`config.mk`:
```
export PLATFORM = sky130hd
export DESIGN_NAME = coin_change_dispenser
export DESIGN_NICKNAME = d
export VERILOG_FILES = /design/src/rtl/coin_change_dispenser.sv
export SDC_FILE = /design/constraint.sdc
export NUM_CORES = 1
export LEC_CHECK = 0
export CORE_ASPECT_RATIO = 2
export CORE_MARGIN = 3
export CORE_UTILIZATION = 35
export CTS_BUF_LIST = sky130_fd_sc_hd__clkbuf_8
export DETAILED_ROUTE_END_ITERATION = 8
export SKIP_LAST_GASP = 1
export SLEW_MARGIN = 20
export SYNTH_ARGS = -nofsm -noshare
export SYNTH_HDL_FRONTEND = slang
export SYNTH_SLANG_ARGS = --single-unit
```
`constraint.sdc`:
```
create_clock -name clk -period 3.59 [get_ports clk]
set_clock_uncertainty 0.2 [all_clocks]
set_input_delay 0.8975 -clock clk [delete_from_list [all_inputs] [get_ports clk]]
set_output_delay 0.8975 -clock clk [all_outputs]
set_load 0.05 [all_outputs]
```
`src/rtl/coin_change_dispenser.sv`:
```
// Greedy 50/10/5/1 coin dispenser with per-denomination stock and shortfall reporting.
// Optional feature macro: COIN_GAP_EN inserts GAP_CYCLES idle cycles between coins.
module coin_change_dispenser #(
    parameter int STOCK_W    = 6,
    parameter int INIT_STOCK = 20,
    parameter int GAP_CYCLES = 1
) (
    input  logic               clk,
    input  logic               reset,
    input  logic               req_valid,
    input  logic [6:0]         req_amount,
    output logic               req_ready,
    output logic [6:0]         coin_out,
    output logic               coin_valid,
    output logic               busy,
    output logic               done,
    output logic [6:0]         shortfall,
    input  logic               stock_load,
    input  logic [1:0]         stock_sel,
    input  logic [STOCK_W-1:0] stock_val,
    output logic [3:0]         stock_empty
);

    typedef enum logic [1:0] {
        S_IDLE,
        S_DISPENSE,
        S_DONE
    } state_t;

    state_t             state;
    state_t             state_next;
    logic [6:0]         remaining;
    logic [6:0]         remaining_after;
    logic [STOCK_W-1:0] stock [4];

    logic               pick_found;
    logic [1:0]         pick_sel;
    logic [6:0]         pick_value;
    logic               gap_wait;
    logic               accept;
    logic               fire;
    logic               starve;

    // Largest denomination that fits the remainder and still has stock.
    always_comb begin
        pick_found = 1'b0;
        pick_sel   = 2'd0;
        pick_value = 7'd0;
        if (remaining >= 7'd50 && stock[3] != '0) begin
            pick_found = 1'b1;
            pick_sel   = 2'd3;
            pick_value = 7'd50;
        end else if (remaining >= 7'd10 && stock[2] != '0) begin
            pick_found = 1'b1;
            pick_sel   = 2'd2;
            pick_value = 7'd10;
        end else if (remaining >= 7'd5 && stock[1] != '0) begin
            pick_found = 1'b1;
            pick_sel   = 2'd1;
            pick_value = 7'd5;
        end else if (remaining >= 7'd1 && stock[0] != '0) begin
            pick_found = 1'b1;
            pick_sel   = 2'd0;
            pick_value = 7'd1;
        end
    end

`ifdef COIN_GAP_EN
    logic [3:0] gap_cnt;

    assign gap_wait = (gap_cnt != 4'd0);

    always_ff @(posedge clk or negedge reset) begin
        if (!reset) begin
            gap_cnt <= 4'd0;
        end else if (state == S_DISPENSE) begin
            if (gap_wait) begin
                gap_cnt <= gap_cnt - 4'd1;
            end else if (fire && remaining_after != 7'd0) begin
                gap_cnt <= 4'(GAP_CYCLES);
            end
        end else begin
            gap_cnt <= 4'd0;
        end
    end
`else
    // Without the gap feature GAP_CYCLES is inert; this folds to a constant 0.
    assign gap_wait = (GAP_CYCLES < 0);
`endif

    always_ff @(posedge clk or negedge reset) begin
        if (!reset) begin
            state <= S_IDLE;
        end else begin
            state <= state_next;
        end
    end

    always_comb begin
        state_next      = state;
        req_ready       = (state == S_IDLE);
        busy            = (state != S_IDLE);
        accept          = (state == S_IDLE) && req_valid;
        fire            = (state == S_DISPENSE) && !gap_wait && pick_found;
        starve          = (state == S_DISPENSE) && !gap_wait && !pick_found;
        remaining_after = remaining - pick_value;
        case (state)
            S_IDLE: begin
                if (accept) begin
                    state_next = (req_amount == 7'd0) ? S_DONE : S_DISPENSE;
                end
            end
            S_DISPENSE: begin
                if ((fire && remaining_after == 7'd0) || starve) begin
                    state_next = S_DONE;
                end
            end
            S_DONE: begin
                // First DONE edge raises done, the second returns to IDLE.
                if (done) begin
                    state_next = S_IDLE;
                end
            end
            default: state_next = S_IDLE;
        endcase
    end

    always_ff @(posedge clk or negedge reset) begin
        if (!reset) begin
            remaining   <= 7'd0;
            coin_out    <= 7'd0;
            coin_valid  <= 1'b0;
            done        <= 1'b0;
            shortfall   <= 7'd0;
            stock_empty <= 4'd0;
            for (int i = 0; i < 4; i++) begin
                stock[i] <= STOCK_W'(INIT_STOCK);
            end
        end else begin
            stock_empty <= {stock[3] == '0, stock[2] == '0, stock[1] == '0, stock[0] == '0};
            coin_out    <= 7'd0;
            coin_valid  <= 1'b0;
            done        <= 1'b0;
            case (state)
                S_IDLE: begin
                    if (stock_load) begin
                        stock[stock_sel] <= stock_val;
                    end
                    if (accept) begin
                        remaining <= req_amount;
                        shortfall <= 7'd0;
                    end
                end
                S_DISPENSE: begin
                    if (fire) begin
                        coin_out        <= pick_value;
                        coin_valid      <= 1'b1;
                        remaining       <= remaining_after;
                        stock[pick_sel] <= stock[pick_sel] - STOCK_W'(1);
                    end else if (starve) begin
                        shortfall <= remaining;
                        remaining <= 7'd0;
                    end
                end
                S_DONE: begin
                    done <= !done;
                end
                default: begin
                    remaining <= 7'd0;
                end
            endcase
        end
    end

endmodule

```
**Yosys cells after proc, flatten, opt, wreduce, memory -nomap -nowiden**

Index checks and enable logic that the tools add are counted.

- Logic and storage cells: 105
- Output and inout port bits: 22
- Flip-flop bits (word level): 53

- Muxes and demuxes: 41
- Equal/unequal tests: 10
- Order comparisons: 8
- Reductions and logical operators: 30
- $add $sub $neg: 2
- Bitwise logic cells: 3

Operators by type and width:

| kind | number |
|---|---|
| 2-to-1 mux 7 bit | 9 |
| bitwise mux 24 bit | 2 |
| 2-to-1 mux 24 bit | 2 |
| case mux 24 bit (2 select lines) | 1 |
| demux 6 bit (select 2 bit) | 2 |
| logical NOT 6 bit | 4 |
| 2-to-1 mux 6 bit | 4 |
| nonzero test 6 bit | 4 |
| case mux 7 bit (3 select lines) | 1 |
| logical NOT 7 bit | 2 |
| case mux 7 bit (2 select lines) | 1 |
| binary-select mux 6 bit (select 2 bit) | 1 |
| 2-to-1 mux 2 bit | 6 |
| logical AND 1 bit | 10 |
| 2-to-1 mux 1 bit | 9 |
| AND reduction 3 bit | 3 |
| != test 2 bit (second input constant) | 4 |
| greater-or-equal comparator 7 x 1 -> 1 bit (second input constant) | 1 |
| greater-or-equal comparator 7 x 3 -> 1 bit (second input constant) | 1 |
| greater-or-equal comparator 7 x 4 -> 1 bit (second input constant) | 1 |
| greater-or-equal comparator 7 x 6 -> 1 bit (second input constant) | 1 |
| subtractor 7 bit | 1 |
| greater-or-equal comparator 3 bit (second input constant) | 2 |
| < comparator 3 x 1 -> 1 bit (second input constant) | 2 |
| 15 further kinds | 20 |

**Depth between registers and ports, before layout**

Gate-level depths: netlist (run 1).

- Word-level depth: 13
- Depth in mapped cells: 16

**Least setup slack after synthesis (run 1)**

No wires, ideal clock.

- Kind: flip-flop to flip-flop
- Start: reg stock[0] (netlist bit)
- End: reg state[1]
- Slack: -0.045 ns
- Clock period less this slack: 3.635 ns
- Data arrival time: 3.315 ns
- Stages on the path, launching flop included: 17
- Path through: dfrtp_1 or4_1 o32a_1 buf_6 clkinv_4 nand2_4 nor2_1 ha_1 inv_1 fa_1 a21o_1 a21oi_1 o21bai_1 a21oi_1 xnor2_1 a31o_2 a31o_2

- Cells in the longest elaborated chain, start to end: 9
- Elaborated cells on any way between the ends: 13
- Classes of those cells: add/sub (1); eq/ne (1); mux (2); reduce/logical (9)

Ends and longest elaborated chain:

| what | line | text |
|---|---|---|
| from (decl) | 34 | `logic [STOCK_W-1:0] stock [4];` |
| from (signal, indexed assignment) | 137 | `stock[i] <= STOCK_W'(INIT_STOCK);` |
| from (signal, indexed assignment) | 147 | `stock[stock_sel] <= stock_val;` |
| from (signal, indexed assignment) | 159 | `stock[pick_sel] <= stock[pick_sel] - STOCK_W'(1);` |
| nonzero test 6 bit (*) | 49 | `if (remaining >= 7'd50 && stock[3] != '0) begin` |
| logical AND 1 bit (*) | 49 |  |
| 2-to-1 mux 7 bit | 49 |  |
| subtractor 7 bit | 106 | `remaining_after = remaining - pick_value;` |
| logical NOT 7 bit | 114 | `if ((fire && remaining_after == 7'd0) \|\| starve) begin` |
| logical AND 1 bit | 114 |  |
| logical OR 1 bit (*) | 114 |  |
| != test 2 x 1 -> 1 bit (no source line) (*) | -- |  |
| AND reduction 3 bit (no source line) (*) | -- |  |
| to (signal assigned) | 95 | `state <= state_next;` |
| to (decl) | 30 | `state_t state;` |

Mark *: on every way between the ends. The rest lies on a longest branch, timed or not.
A chain may end at the register's enable or synchronous reset.

**Worst setup path after layout (run 1)**

- Start: reg stock[2] (netlist bit)
- End: reg state[1]

Same word-level chain as after synthesis.

==> summary.md, run 1 <==
| Metric | Value |
|---|---|
| Number of nets produced by synthesis | about 350 |
| Number of instances in the synthesized netlist | 324 |
| Compound-cell area share of the yosys netlist | 24.61% |
| Maxcap violations | 0 |
| Critical Path, Cell by Cell | or4_4 -> o32a_1 -> clkinv_4 -> nand2_4 -> nor2_4 -> ha_4 -> inv_2 -> fa_2 -> a21o_1 -> a21oi_2 -> o21bai_1 -> a21oi_1 -> xnor2_1 -> a31o_2 -> a31o_2 |
| Share of the yosys chip area belonging to registers | 43.61% |
| Post-Synth XOR/XNOR Area | 1.782% |
| Antenna violations before repair | 0 |
| Multiplexer share of the synthesized area | 1.697% |
| Slew of the pin with the lowest slew margin | 0.6677 ns |
| Crit share post-route | 99.34% |
| Biggest area consumer among synthesized cells | sky130_fd_sc_hd__dfrtp_1 |
| Delay-heaviest family, CP | compound AO/OA/AOI/OAI gates |
| Post-place instance area | 3523 sq um |
| Biggest area contributors in the synthesized netlist | sky130_fd_sc_hd__dfrtp_1 (36%), sky130_fd_sc_hd__dfstp_2 (7.1%), sky130_fd_sc_hd__nor2_1 (5.1%), sky130_fd_sc_hd__o21ai_0 (5.1%), sky130_fd_sc_hd__a32oi_1 (3.6%) |
| Vias after detailed routing | 2728 |
| Maximum clock frequency | roughly 280 MHz |
| Root Driver | sky130_fd_sc_hd__clkbuf_8 |
| Number of H-tree branching levels | 2 |
| PortBufs | 39 |
| Remaining Overflow, GRT | 0 |
| Slowest cell on crit path | sky130_fd_sc_hd__or4_4 |
| Maximum buffer depth of the clock tree | 2 |
| Data arrival, critical path | 3.58 ns |
| Worst min-delay path class | flop to flop |
| Worst Path Max Fanout | 3 |
| Clock-pin slew reported for the worst setup and hold paths after clock tree synthesis | 0.10 ns |
| Ranking of synthesized cells by instance count | sky130_fd_sc_hd__dfrtp_1 (43), sky130_fd_sc_hd__nor2_1 (40), sky130_fd_sc_hd__o21ai_0 (30), sky130_fd_sc_hd__nand2_1 (25), sky130_fd_sc_hd__inv_1 (23) |
| Share of post-route cells with drive strength above 1 | 15.67% |
| Starting density of the core | 36.60% |
| Post-detail-place hpwl | 7.198 mm |
| Category of the most critical setup path | flop to flop |
| Post-layout nets | 409 |
| Global-route usage over all layers | 20.17% |
| Post-synth ARST share | 100.0% |
| Area of all placed cells without fillers | 3681 sq um |
| Later-pin clock latency in the skew report | 0.32 ns |
| Critical Path Source Type | flop |
| Normalized max-slew margin | between 50 and 60% |
| Library cells used by synthesis | 57 |
| Final min period | 3.566 ns |
| Setup repair after global routing missed its margin | yes |
| Final Hold Fails | 0 |
| Warning count from the yosys run | 0 |
| Final setup viols | 0 |
| DRT antenna net count | 0 |
| Area fraction in and, or, nand and nor cells after synthesis | 18.63% |
| Post-synth EDFFs | 0 |
| Total detailed-routing wirelength | 9.319 mm |
| Number of max-slew violations in the final report | 0 |
| Sum of buffers and inverters on the critical path | 2 |
| Status | finished, final reports clean |
| TritonCTS clock tree | built |
| Largest net degree at the start of global routing | 35 |
| First-pass GRT wire length | 14.57 mm |
| Element type at the critical path end | flop |
| Number of cell rows | 46 |
| Core region area | ~8100 sq um |
| Combinational family with the most area after synthesis | compound AO/OA/AOI/OAI gates |
| Worst path required time | roughly 3.6 ns |
| Post-cts hold buffer count | 0 |
| Die area | slightly below 10000 sq um |
| DRT Pass-1 Iters | 4 |
| Area grow syn2layout | 24.82% |
| Number of violations reported at the end of detailed-routing iteration 0 | 254 |
| Mean instance size in the synthesized netlist | 9.102 sq um |
| Via count of the first global-routing pass | 2781 |
| Most frequent cell on the critical path | sky130_fd_sc_hd__a31o_2 |
| Flip-flop and latch count after synthesis | 51 |
| Post-synth top area share | 36.49% |
| Via density per instance | between 5 and 6 |
| Clock net sink count | 51 |
| Dominant cell by count in the synthesized netlist | sky130_fd_sc_hd__dfrtp_1 |
| Die extent in x | 70.91 microns |
| Filler Cell Count | 814 |
| CP peak stage delay | 0.53 ns |
| Area of the mapped netlist | 2949 sq um |
| Multi-input combinational cell area | 1531 sq um |
| Total I/O pin count | slightly above 40 |
| Gp weighted congestion | 0.9507 |
| DRC | 0 |
| Post-DR wirelength/cell | 19.46 microns |
| Clock buffer count from CTS | 5 |
| Vertical die dimension | 135.8 microns |
| Area taken by flip-flops and latches | 1286 sq um |
| Top flip-flop cell by instance count after synthesis | sky130_fd_sc_hd__dfrtp_1 |
| Adder-cell share of the synthesized area | about 3.6% |
| Number of inserted diodes | 0 |
## layout make-up
class | count | area share [%]
clock buffers | 5 | 1.869
clock inverters | 3 | 0.5438
inverters | 25 | 2.821
multi-input cells | 238 | 41.60
flip-flops and latches | 51 | 34.94
well taps | 96 | 3.263
repair buffers | 61 | 14.96
## logic make-up after synthesis
| family | after synthesis |
|---|---|
| xor gates and xnor gates | 6 |
| and+or+nand+nor | 112 |
| other | 1 |
| buffers and inverters | 35 |
| muxes | 5 |
| DFF | 51 |
| adders and majority gates | 8 |
| AOI/OAI and AO/OA | 106 |
## what timing repair did
action	CTS	global route
buffers inserted	1	3
endpoints found under the hold margin	0	0
gates resized for setup	4	4
pin swaps	4	11
endpoints found under the setup margin	1	4
## flip-flops by register name, summed over array words and instances, names as in the netlist
name / count
state: 2
done: 1
stock: 24
coin_valid: 1
stock_empty: 4
shortfall: 7
coin_out: 5
remaining: 7
## metrics by stage
stage	util (%)	cells	hold WS, ns	worst slack (ns)	TNS, ns
2_1_floorplan	-	324	0.2515	0.005528	0
3_3_place_gp	43.73	467	0.2741	0.07548	0
3_5_place_dp	43.73	467	0.2722	0.01642	0
4_1_cts	45.19	476	0.2924	0.001102	0
5_1_grt	45.68	479	0.3123	-0.05455	-0.05455
6_report	45.68	479	0.2815	0.02384	0
## cells in the final DEF (no fill, tap or decap), types with 2 or more instances in the layout
master,count
sky130_fd_sc_hd__a21o_1,2
sky130_fd_sc_hd__a21oi_1,11
sky130_fd_sc_hd__a21oi_2,2
sky130_fd_sc_hd__a22o_1,5
sky130_fd_sc_hd__a22oi_1,6
sky130_fd_sc_hd__a31o_2,2
sky130_fd_sc_hd__a32oi_1,12
sky130_fd_sc_hd__and3_1,2
sky130_fd_sc_hd__buf_4,22
sky130_fd_sc_hd__clkbuf_8,5
sky130_fd_sc_hd__clkdlybuf4s50_1,38
sky130_fd_sc_hd__clkinv_4,2
sky130_fd_sc_hd__dfrtp_1,43
sky130_fd_sc_hd__dfstp_2,8
sky130_fd_sc_hd__ha_1,5
sky130_fd_sc_hd__ha_4,2
sky130_fd_sc_hd__inv_1,23
sky130_fd_sc_hd__mux2i_1,5
sky130_fd_sc_hd__nand2_1,25
sky130_fd_sc_hd__nand2b_1,5
sky130_fd_sc_hd__nand3_1,10
sky130_fd_sc_hd__nor2_1,39
sky130_fd_sc_hd__nor2b_1,2
sky130_fd_sc_hd__nor3_1,7
sky130_fd_sc_hd__nor3b_1,3
sky130_fd_sc_hd__nor4_1,4
sky130_fd_sc_hd__o211ai_1,4
sky130_fd_sc_hd__o21a_1,4
sky130_fd_sc_hd__o21ai_0,30
sky130_fd_sc_hd__o21ai_1,4
sky130_fd_sc_hd__o22ai_1,8
sky130_fd_sc_hd__o31ai_1,5
sky130_fd_sc_hd__or2_2,3
sky130_fd_sc_hd__or4_1,2
sky130_fd_sc_hd__xnor2_1,5
## per-layer routing
| metal | vias to the layer above | track usage, % | part of all wire, % |
|---|---|---|---|
| met5 | - | 0 | 0 |
| met4 | 0 | 14.96 | 7.7 |
| met3 | 37 | 2.369 | 3.7 |
| met2 | 103 | 37.18 | 54 |
| met1 | 1290 | 20.06 | 35 |
| li1 | 1298 | - | - |
## final timing paths
path                                           start               endpoint  slack (ns)  depth (start not counted)
worst max-delay path            stock[2]$_DFFE_PN1P_   state[1]$_DFFE_PN0P_        0.02                         15
worst min-delay path                  done$_DFF_PN0_         done$_DFF_PN0_        0.28                          1
worst max register to register  stock[2]$_DFFE_PN1P_   state[1]$_DFFE_PN0P_        0.02                         15
worst min register to register        done$_DFF_PN0_         done$_DFF_PN0_        0.28                          1
max in group asynchronous                      reset  stock[14]$_DFFE_PN1P_        2.07                          2
min in group asynchronous                      reset  coin_out[3]$_DFF_PN0_        0.30                          1
Power of run 1 is left out: the tool's default activity adds up to more than one toggle a clock period on the data nets, which glitch-free logic cannot reach.
==> run 2, diff against run 1 <==
==> constraint.sdc (replaced) <==
create_clock -name clk -period 3.5 [get_ports clk]
set_clock_uncertainty 0.2 [all_clocks]
set_input_delay 0.875 -clock clk [delete_from_list [all_inputs] [get_ports clk]]
set_output_delay 0.875 -clock clk [all_outputs]
set_load 0.05 [all_outputs]
==> run 2 against run 1 <==
Net effect: the flow now finishes with violations (negative setup slack); worst hold slack gained 0.011 ns; largest cell class unchanged; utilization increased by 0.47 points; routed wire length shrank 3.2%; maximum frequency grew 0.59%; sequential cell count unchanged; register-to-register slack worse by 0.07 ns; global-route usage fell by 0.54 points; first-iteration DRC count down 26%.
==> summary.md, run 2 (synthesized netlist as in run 1, its figures left out) <==
| Metric | Value |
|---|---|
| Status | finished, violations left (was finished, final reports clean) |
| Violations in the final reports | negative setup slack |
| Final Hold Fails | 0 (unchanged) |
| Antenna violations before repair | 0 (unchanged) |
| Clock buffer count from CTS | 5 (unchanged) |
| Setup repair after global routing missed its margin | yes (unchanged) |
| Worst min-delay path class | flop to flop (unchanged) |
| Slew of the pin with the lowest slew margin | 0.6528 ns (was 0.6677 ns) |
| Worst Path Max Fanout | 3 (unchanged) |
| Slack of the critical path | -0.04526 ns (was 0.02384 ns) |
| PortBufs | 39 (unchanged) |
| Total detailed-routing wirelength | 9.017 mm (was 9.319 mm) |
| Via density per instance | 5.651 (was 5.695) |
| Final setup viols | 1 (was 0) |
| Clock net sink count | 51 (unchanged) |
| Number of violations reported at the end of detailed-routing iteration 0 | 188 (was 254) |
| Slowest cell on crit path | sky130_fd_sc_hd__or4_4 (unchanged) |
| Area taken by flip-flops and latches | 1286 sq um (unchanged) |
| Filler Cell Count | 834 (was 814) |
| Crit share post-route | 101.3% (was 99.34%) |
| Via count of the first global-routing pass | 2880 (was 2781) |
| Post-cts hold buffer count | 0 (unchanged) |
| Number of inserted diodes | 0 (unchanged) |
| Root Driver | sky130_fd_sc_hd__clkbuf_8 (unchanged) |
| Total I/O pin count | 41 (unchanged) |
| Core region area | 8058 sq um (unchanged) |
| Share of post-route cells with drive strength above 1 | 16.32% (was 15.67%) |
| Total negative slack for setup checks | -0.04526 ns (was 0 ns) |
| Worst reg-to-reg path cell count | 15 (unchanged) |
| First-pass GRT wire length | 14.43 mm (was 14.57 mm) |
| Vertical die dimension | 135.8 microns (unchanged) |
| Number of max-slew violations in the final report | 0 (unchanged) |
| Final Util | 46.15% (was 45.68%) |
| Number of cell rows | 46 (unchanged) |
| Global-route usage over all layers | 19.62% (was 20.17%) |
| Maximum buffer depth of the clock tree | 2 (unchanged) |
| Data arrival, critical path | 3.55 ns (was 3.58 ns) |
| Die extent in x | 70.91 microns (unchanged) |
| Final min period | 3.545 ns (was 3.566 ns) |
| Maxcap violations | 0 (unchanged) |
| Area grow syn2layout | 26.09% (was 24.82%) |
| Critical Path Source Type | flop (unchanged) |
| Multi-input combinational cell area | 1524 sq um (was 1531 sq um) |
| Post-DR wirelength/cell | 18.71 microns (was 19.46 microns) |
| DRC | 0 (unchanged) |
| TritonCTS clock tree | built (unchanged) |
| Gp weighted congestion | 0.9548 (was 0.9507) |
| Element type at the critical path end | flop (unchanged) |
| CP peak stage delay | 0.53 ns (about the same) |
| Number of flip-flops in the largest register | 24 (unchanged) |
| Maximum clock frequency | 282.1 MHz (was 280.4 MHz) |
| Clock-pin slew reported for the worst setup and hold paths after clock tree synthesis | 0.10 ns (about the same) |
| Category of the most critical setup path | flop to flop (unchanged) |
| Number of H-tree branching levels | 2 (unchanged) |
| Starting density of the core | 36.60% (unchanged) |
| Top Registers | stock: 24 flops, remaining: 7 flops, shortfall: 7 flops (unchanged) |
| Normalized max-slew margin | 56.48% (was 55.48%) |
| Instance count along the most critical hold path | 1 (unchanged) |
| Vias after detailed routing | 2724 (was 2728) |
| Post-layout nets | 412 (was 409) |
| Post-detail-place hpwl | 7.161 mm (was 7.198 mm) |
| Later-pin clock latency in the skew report | 0.32 ns (about the same) |
| Largest net degree at the start of global routing | 52 (was 35) |
| DRT Pass-1 Iters | 4 (unchanged) |
| Top register by number of flip-flops | stock (unchanged) |
| Remaining Overflow, GRT | 0 (unchanged) |
| Most frequent cell on the critical path | sky130_fd_sc_hd__a31o_2 (unchanged) |
| Leading cell types in the layout, fill and taps excluded | sky130_fd_sc_hd__dfrtp_1 (43), sky130_fd_sc_hd__nor2_1 (39), sky130_fd_sc_hd__clkdlybuf4s50_1 (38), sky130_fd_sc_hd__o21ai_0 (30) (was sky130_fd_sc_hd__dfrtp_1 (43), sky130_fd_sc_hd__nor2_1 (39), sky130_fd_sc_hd__clkdlybuf4s50_1 (38), sky130_fd_sc_hd__o21ai_0 (30), sky130_fd_sc_hd__nand2_1 (25)) |
| Die area | 9630 sq um (unchanged) |
| Most common cell after layout, fill and taps aside | sky130_fd_sc_hd__dfrtp_1 (unchanged) |
| DRT antenna net count | 0 (unchanged) |
| Critical Path, Cell by Cell | or4_4 -> o32a_1 -> clkinv_4 -> nand2_4 -> nor2_4 -> ha_4 -> inv_2 -> fa_2 -> a21o_1 -> a21oi_2 -> o21bai_1 -> a21oi_1 -> xnor2_1 -> a31o_2 -> a31o_2 (unchanged) |
| Worst path required time | 3.51 ns (was 3.61 ns) |
run 2: final timing paths:
kind,startpoint,to,slack [ns]
min,done$_DFF_PN0_,done$_DFF_PN0_,0.29
min reg2reg,done$_DFF_PN0_,done$_DFF_PN0_,0.29
min in group asynchronous,reset,remaining[4]$_DFFE_PN0P_,0.46
max reg2reg,stock[2]$_DFFE_PN1P_,state[1]$_DFFE_PN0P_,-0.05
max,stock[2]$_DFFE_PN1P_,state[1]$_DFFE_PN0P_,-0.05
max in group asynchronous,reset,stock[17]$_DFFE_PN0P_,2.20
run 2: final cells by class:
| type | count | share of cell area [%] |
|---|---|---|
| clock buffer | 5 | 1.851 |
| inverter | 25 | 2.793 |
| timing repair buffer | 64 | 15.41 |
| multi-input combinational | 238 | 40.98 |
| tap | 96 | 3.230 |
| sequential | 51 | 34.59 |
| clock inverter | 3 | 1.144 |
run 2: through the flow:
step	hold slack (ns)	area, sq um	std cells	setup slack (ns)
6_report	0.2925	3719	482	-0.04526
5_1_grt	0.3047	3719	482	-0.1832
4_1_cts	0.2903	3670	479	-0.04884
3_5_place_dp	0.2696	3558	471	-0.03334
3_3_place_gp	0.2716	3558	471	0.06253
2_1_floorplan	0.2515	2958	324	-0.007031
run 2: repair_timing:
item                                   4_1_cts  5_1_grt
setup endpoints to repair                    1        3
resized for setup                            0        6
endpoints found under the hold margin        0        0
buffers inserted                             0        3
pin swaps                                    0        6
run 2: critical path, delay by kind of cell, from the launching register on:
kind / cells / cell delay (ns)
buffers and inverters: 2 / 0.10
xor gates and xnor gates: 1 / 0.11
adders and majority gates: 2 / 0.48
DFF: 1 / 0.39
AOI/OAI and AO/OA: 7 / 1.48
and+or+nand+nor: 3 / 0.68
run 2: per-layer routing:
| layer | track usage [%] | wire, microns | vias to the layer above |
|---|---|---|---|
| met5 | 0 | 0 | - |
| met4 | 11.19 | 546 | 0 |
| met3 | 3.109 | 350 | 28 |
| met2 | 38.21 | 5030 | 97 |
| met1 | 18.67 | 3090 | 1301 |
| li1 | - | - | 1298 |
Power of run 2 is left out for the same reason.
